==> config.mk <==
export PLATFORM = sky130hd
export DESIGN_NAME = harness_serial_driver
export DESIGN_NICKNAME = d
export VERILOG_FILES = /design/src/rtl/harness_pkg.sv /design/src/rtl/harness_shift_counter.sv /design/src/rtl/harness_serial_driver.sv
export SDC_FILE = /design/constraint.sdc
export NUM_CORES = 1
export LEC_CHECK = 0
export CORE_ASPECT_RATIO = 0.5
export CORE_MARGIN = 8
export CORE_UTILIZATION = 55
export DETAILED_ROUTE_END_ITERATION = 10
export PLACE_DENSITY = 0.87
export SKIP_LAST_GASP = 1
export SYNTH_ARGS = -nofsm -noshare
export SYNTH_HDL_FRONTEND = slang
export SYNTH_HIERARCHICAL = 1
export SYNTH_SLANG_ARGS = --single-unit
==> constraint.sdc <==
create_clock -name clock -period 3.3 [get_ports clock]
set_input_delay 0.66 -clock clock [delete_from_list [all_inputs] [get_ports clock]]
set_output_delay 0.66 -clock clock [all_outputs]
set_load 0.01 [all_outputs]
==> src/rtl/harness_pkg.sv <==
// Shared definitions for the host-side test-harness blocks.
package harness_pkg;

  typedef enum logic [2:0] {
    ST_IDLE    = 3'd0,
    ST_CAPTURE = 3'd1,
    ST_SHIFT   = 3'd2,
    ST_UPDATE  = 3'd3,
    ST_HOLD    = 3'd4
  } harness_state_e;

  function automatic int max_int(input int a, input int b);
    return (a > b) ? a : b;
  endfunction

  // Bits needed to hold the values 0..n inclusive.
  function automatic int cnt_bits(input int n);
    return (n < 1) ? 1 : $clog2(n + 1);
  endfunction

endpackage

==> src/rtl/harness_shift_counter.sv <==
// Loadable up-counter with a terminal-count flag; paces the shift phase.
module harness_shift_counter #(
  parameter int CNT_WIDTH = 4,
  parameter int TERM      = 7
) (
  input  logic                 clock,
  input  logic                 reset_n,
  input  logic                 load,
  input  logic [CNT_WIDTH-1:0] load_val,
  input  logic                 inc,
  output logic [CNT_WIDTH-1:0] count,
  output logic                 tc
);

  localparam logic [CNT_WIDTH-1:0] TERM_V = CNT_WIDTH'(TERM);

  // Load has priority over increment.
  always_ff @(posedge clock or negedge reset_n) begin
    if (!reset_n)  count <= '0;
    else if (load) count <= load_val;
    else if (inc)  count <= count + CNT_WIDTH'(1);
  end

  assign tc = (count == TERM_V);

endmodule

==> src/rtl/harness_serial_driver.sv <==
// Host end of the harness serial chain: shifts a stimulus word out MSB-first
// while shifting the DUT result in, and strobes capture/update around it.
module harness_serial_driver
  import harness_pkg::*;
#(
  parameter int IN_WIDTH  = 60,
  parameter int OUT_WIDTH = 60
) (
  input  logic                 clock,
  input  logic                 reset_n,
  input  logic [IN_WIDTH-1:0]  tx_data,
  input  logic                 tx_valid,
  output logic                 tx_ready,
  output logic [OUT_WIDTH-1:0] rx_data,
  output logic                 rx_valid,
  input  logic                 rx_ready,
  output logic                 capture,
  output logic                 shift_en,
  output logic                 update,
  output logic                 serial_out,
  input  logic                 serial_in
);

  localparam int LEN       = max_int(IN_WIDTH, OUT_WIDTH);
  localparam int CNT_WIDTH = cnt_bits(LEN);
  localparam logic [CNT_WIDTH-1:0] OUT_LIM = CNT_WIDTH'(OUT_WIDTH);

  if (LEN < 1) begin : g_len_chk
    $error("harness_serial_driver: LEN must be at least 1");
  end

  harness_state_e        state;
  logic [IN_WIDTH-1:0]   tx_shift;
  logic [CNT_WIDTH-1:0]  count;
  logic                  tc;
  logic                  accept;
  logic                  in_shift;

  assign accept   = tx_valid & tx_ready;
  assign in_shift = (state == ST_SHIFT);

  harness_shift_counter #(
    .CNT_WIDTH (CNT_WIDTH),
    .TERM      (LEN - 1)
  ) u_cnt (
    .clock    (clock),
    .reset_n  (reset_n),
    .load     (accept),
    .load_val ('0),
    .inc      (in_shift),
    .count    (count),
    .tc       (tc)
  );

  // Transaction FSM with all handshake/strobe outputs registered.
  // serial_out is loaded one edge ahead from tx_shift, so tx_shift runs one
  // bit ahead of the line; zero fill covers shift cycles past IN_WIDTH.
  always_ff @(posedge clock or negedge reset_n) begin
    if (!reset_n) begin
      state      <= ST_IDLE;
      tx_shift   <= '0;
      rx_data    <= '0;
      tx_ready   <= 1'b1;
      rx_valid   <= 1'b0;
      capture    <= 1'b0;
      shift_en   <= 1'b0;
      update     <= 1'b0;
      serial_out <= 1'b0;
    end else begin
      capture <= 1'b0;
      update  <= 1'b0;
      case (state)
        ST_IDLE: begin
          if (accept) begin
            tx_shift <= tx_data;
            tx_ready <= 1'b0;
            capture  <= 1'b1;
            state    <= ST_CAPTURE;
          end
        end
        ST_CAPTURE: begin
          shift_en   <= 1'b1;
          serial_out <= tx_shift[IN_WIDTH-1];
          tx_shift   <= tx_shift << 1;
          state      <= ST_SHIFT;
        end
        ST_SHIFT: begin
          // Only the first OUT_WIDTH samples are kept; first sample ends as MSB.
          if (count < OUT_LIM)
            rx_data <= (rx_data << 1) | OUT_WIDTH'(serial_in);
          if (tc) begin
            shift_en   <= 1'b0;
            serial_out <= 1'b0;
            update     <= 1'b1;
            state      <= ST_UPDATE;
          end else begin
            serial_out <= tx_shift[IN_WIDTH-1];
            tx_shift   <= tx_shift << 1;
          end
        end
        ST_UPDATE: begin
          rx_valid <= 1'b1;
          state    <= ST_HOLD;
        end
        ST_HOLD: begin
          if (rx_ready) begin
            rx_valid <= 1'b0;
            tx_ready <= 1'b1;
            state    <= ST_IDLE;
          end
        end
        default: begin
          state      <= ST_IDLE;
          tx_ready   <= 1'b1;
          rx_valid   <= 1'b0;
          shift_en   <= 1'b0;
          serial_out <= 1'b0;
        end
      endcase
    end
  end

endmodule

# Yosys cells after proc, flatten, opt, wreduce, memory -nomap -nowiden

Index checks and enable logic that the tools add are counted.

Register bits: 135
Bits of input ports: 65

Add/subtract/negate cells: 1
$lt $le $gt $ge: 1
Equal/unequal tests: 9
Muxes and demuxes: 22
Bitwise logic cells: 5
Reduce and logical (&&, ||, !) cells: 12

Operators with widths:

| cell                  | count |
|---|---|
| $pmux W60 S3          | 1 |
| $mux W60              | 2 |
| $or A60 B1 Y60        | 1 |
| $pmux W3 S5           | 1 |
| $mux W6               | 2 |
| $pmux W1 S3           | 4 |
| $mux W1               | 9 |
| $mux W3               | 3 |
| $reduce_and A3 Y1     | 3 |
| $reduce_or A3 Y1      | 3 |
| $ne A2 B2 Y1 const B  | 4 |
| $add A6 B1 Y6 const B | 1 |
| $eq A3 B2 Y1 const B  | 2 |
| $eq A6 B6 Y1 const B  | 1 |
| $lt A6 B6 Y1 const B  | 1 |
| $reduce_and A2 Y1     | 3 |
| $eq A3 B1 Y1 const B  | 1 |
| $eq A3 B3 Y1 const B  | 1 |
| $logic_not A3 Y1      | 1 |
| $not A1 Y1            | 3 |
| $reduce_bool A3 Y1    | 1 |
| $reduce_bool A2 Y1    | 1 |
| $and A1 B1 Y1         | 1 |

# Longest topological paths before layout

Depth in word-level cells: 4
Gate-level depth with buffers: 7
Gate-level depth less buffers: 6

# Modules after synthesis

Netlist, hierarchy kept.

Modules (own cells, without submodules):

| module                | times used | cells an instance | area an instance (um2) | seq. area each (um2) |
|---|---|---|---|---|
| harness_serial_driver | 1          | 368               | 5607.9                 | 3229.3 |
| harness_shift_counter | 1          | 35                | 319.1                  | 150.1 |

# Least setup slack after synthesis

No wires, ideal clock.

Path type: register -> register
Start point: register u_cnt.count[0]
End point: register tx_shift[50]
Arrival: 1.906 ns
Required time: 3.175 ns
Slack: 1.270 ns
Cell stages (with the launch flop): 8
Path through: dfrtp_1 -> ha_1 -> nand2_1 -> nor3_1 -> or2_1 -> a221oi_4 -> buf_6 -> mux2_2

Word-level cells in the longest chain between the ends: 3

RTL lines:

| element                     | line                        | source |
|---|---|---|
| start: declaration          | harness_shift_counter.sv:11 | `output logic [CNT_WIDTH-1:0] count,` |
| start signal: assignment    | harness_shift_counter.sv:20 | `else if (load) count <= load_val;` |
| start signal: assignment    | harness_shift_counter.sv:21 | `else if (inc) count <= count + CNT_WIDTH'(1);` |
| $eq A6 B6 Y1                | harness_shift_counter.sv:24 | `assign tc = (count == TERM_V);` |
| named net tc                | harness_serial_driver.sv:35 | `logic tc;` |
| $ne A2 B2 Y1 (no line)      | --                          |  |
| $reduce_and A3 Y1 (no line) | --                          |  |
| end signal: assignment      | harness_serial_driver.sv:75 | `tx_shift <= tx_data;` |
| end signal: assignment      | harness_serial_driver.sv:84 | `tx_shift <= tx_shift << 1;` |
| end signal: assignment      | harness_serial_driver.sv:98 | `tx_shift <= tx_shift << 1;` |
| end: declaration            | harness_serial_driver.sv:33 | `logic [IN_WIDTH-1:0] tx_shift;` |

The timed path passes the listed nets, and every way through them passes these cells.
A chain may end at the register's enable or synchronous reset.

# Worst setup path in the final report

Start point: register u_cnt.count[0]
End point: register tx_shift[14]

The elaborated chain is that of the path after synthesis.

==> results.cfg <==
[run_status]
outcome = complete, no violations

[logic_synthesis]
synth_seq_cells = 135
postSynthCellCount = 403
yosysWarnings = 6
ys.flop_type = dfrtp_1
synth_largest_area_cell = dfrtp_1
async_reset_ff_share_pct = 100.0
ys_types = 31
synth.area.top_cells = dfrtp_1 57%, mux2_2 34%, buf_6 1.1%
synth.avg_cell_area_sq_um = 14.71
netlist_area_sq_um = 5927
yosysSeqAreaShare_pct = 57.02
synth_enable_flop_cells = 0
yosysTopAreaCellShare_pct = 56.58

[timing]
tightest_slew_ns = 0.7499
hold_viol_final = 0
skew_ns = 0.008676
setup_viol = 0
max_freq_mhz = 446.0
rsz0062_at_grt = no
slew_headroom_pct = 50.01
post-route-period-util_pct = 67.95
slew_violations = 0
setup_tns_ns = 0
min_period_ns = 2.242
layout_setup_ws_ns = 1.058

[cts]
cts_htree_levels = 4
cts-root-buf = clkbuf_16
holdBufCountCts = 0
clk_pin_slew_worst_paths_ns = 0.06
postCtsSetupBuffers = 0
cts_resized = 0
insertion_delay_ns = 0.40
clk_path_buf_depth = 2
cts_tree = built
cts_buffers = 17
cts.sinks = 135

[critical_path]
cpLargestDelayFamily = simple AND/OR/NAND/NOR gates
r2r_cells = 7
worstPathMaxFanout = 60
required_ns = 3.59
r2r_setup_slack_ns = 1.06
worst_setup_path_end_kind = flip-flop
worstPathCellList = ha_1, nand2_1, nor3_1, or2_1, a221oi_4, buf_12, mux2_2
cpPeakStageDelay_ns = 0.42
reg2reg_to = tx_shift[14]
arrival_ns = 2.53
path_class = flip-flop to flip-flop
r2r_start = u_cnt/count[0]
start_kind = flip-flop
critPathBufInv = 1
slowest_stage = dfrtp_1
cp_num_cells = 7

[global_routing]
antenna_found_initial = 0
grt_max_degree = 83
grt_overflow = 0
grt_usage_pct = 17.37
grt_pass1_wl_microns = 20060
grt_pass1_vias = 3965

[route]
first_pass_iters = 4
avgViaCountPerCell = 5.199
drc = 0
drt_wl_total_microns = 12170
ant_nets = 0
drt_iter0_drc = 124
routedWlPerCell_microns = 17.51
via_count = 3613

[floorplanning]
dieArea_sq_um = 14560
initial_core_util_pct = 57.29
die_h_microns = 89.41
io_pins = 131
std_cell_rows = 26
fp.coreArea_sq_um = 10340
die_w_microns = 162.8

[power]
peakVddDrop_v = 0.0006158
p_leak_nw = 3.448
clkPwrFrac_pct = 25.9
p_comb_share_pct = 38.5
power_per_cell_area_nw_per_um2 = 940.4
pwr-share-seq_pct = 35.6
swShare_pct = 29.57
power.net_switching_w = 0.002223
intPower_w = 0.005294

[layout]
syn2layout_area_growth_pct = 34.87
layout.cells.non_filler = 695
drive_above_1_share_pct = 40.00
diodes = 0
fin_nets = 608

[placement]
dpl.cell_count = 663
dp_hpwl_microns = 7982
io_buffers = 130
post-place-ws_ns = 0.7981
gp_congestion = 0.7255

[flow_run]
drv_cap = 0

[worst_hold_path]
hold_path_class = input pin to asynchronous set/reset pin
## synthesized netlist by cell type (2+ instances only)
master / count
mux2_2: 178
dfrtp_1: 134
nand2_1: 17
buf_2: 12
o21ai_0: 10
inv_1: 7
buf_6: 6
nor2_1: 4
a21oi_1: 3
clkbuf_1: 3
mux2i_1: 3
xor2_1: 3
nand4_1: 2
nor3_1: 2
nor3b_1: 2
xnor2_1: 2
## layout make-up
class	count	area [sq um]
Sequential cell	135	3379
Fill cell	651	2351
Multi-Input combinational cell	244	2407
Tap cell	140	175.2
Clock inverter	13	170.2
Inverter	7	26.28
Timing Repair Buffer	137	1393
Clock buffer	19	442.9
## flip-flops by register name (all words and copies together), names as in the netlist, 3 cells and up
register	cells
rx_data	60
state	3
u_cnt/count	6
tx_shift	60
## worst max-delay path by stage
| stage | start | end |
|---|---|---|
| 3_5_place_dp | tx_valid | tx_shift[46] |
| 6_report | u_cnt/count[0] | tx_shift[14] |
| 2_1_floorplan | u_cnt/count[0] | tx_shift[50] |
| 5_1_grt | u_cnt/count[0] | tx_shift[46] |
| 3_3_place_gp | tx_valid | tx_shift[49] |
| 4_1_cts | u_cnt/count[0] | tx_shift[46] |
## layer usage
metal | GRT usage [%] | part of all wire (%) | vias to the layer above
li1 | - | - | 1718
met1 | 19.67 | 42 | 1808
met2 | 29.97 | 50 | 75
met3 | 6.801 | 6.7 | 12
met4 | 6.116 | 1.3 | 0
met5 | 0 | 0 | -
## power by group through the flow
stage,Clock (W),Sequential (W),Combinational [W]
detailed placement,0,0.00269,0.00290
finish,0.00195,0.00267,0.00289
global placement,0,0.00266,0.00283
floorplan,0,0.00265,0.00216
CTS,0.00198,0.00268,0.00294
global route,0.00207,0.00276,0.00312
## cells in the final DEF, fill, tap and decap left out, types with 2 or more instances in the layout
cell             count
nand4_1              2
inv_6                4
conb_1               6
nor3_1               2
bufinv_16            3
buf_4                4
clkbuf_16           17
o21ai_0             10
clkinvlp_4           3
xor2_1               3
dfrtp_1            134
nor2_1               4
nand2_1             16
buf_12               3
mux2_2             178
a21oi_1              3
inv_1                7
clkdlybuf4s50_1    129
clkinv_4             2
nor3b_1              2
mux2i_1              3
## stage by stage
stage	total power, W	util, %	cell area [sq um]	hold WS, ns
final	0.007517	77.27	7994	0.3011
after global routing	0.007956	77.27	7994	0.3541
after CTS	0.007602	77.27	7994	0.3237
after detailed placement	0.005590	71.35	7381	0.4920
after global placement	0.005486	71.35	7381	0.4851
after floorplan	0.004806	-	5946	0.3644
## kinds of logic after synthesis
group                    after synthesis  share of synthesized area, %
AO/OA/AOI/OAI                         19                         2.196
buffers and inverters                 29                         2.850
adder cells (fa/ha/maj)                1                        0.2111
other                                  1                       0.06327
multiplexers                         181                         34.33
AND/OR/NAND/NOR                       32                         2.597
XOR/XNOR                               5                        0.7390
flip-flops                           135                         57.02
Note: power is estimated with default switching activity, not from simulation.
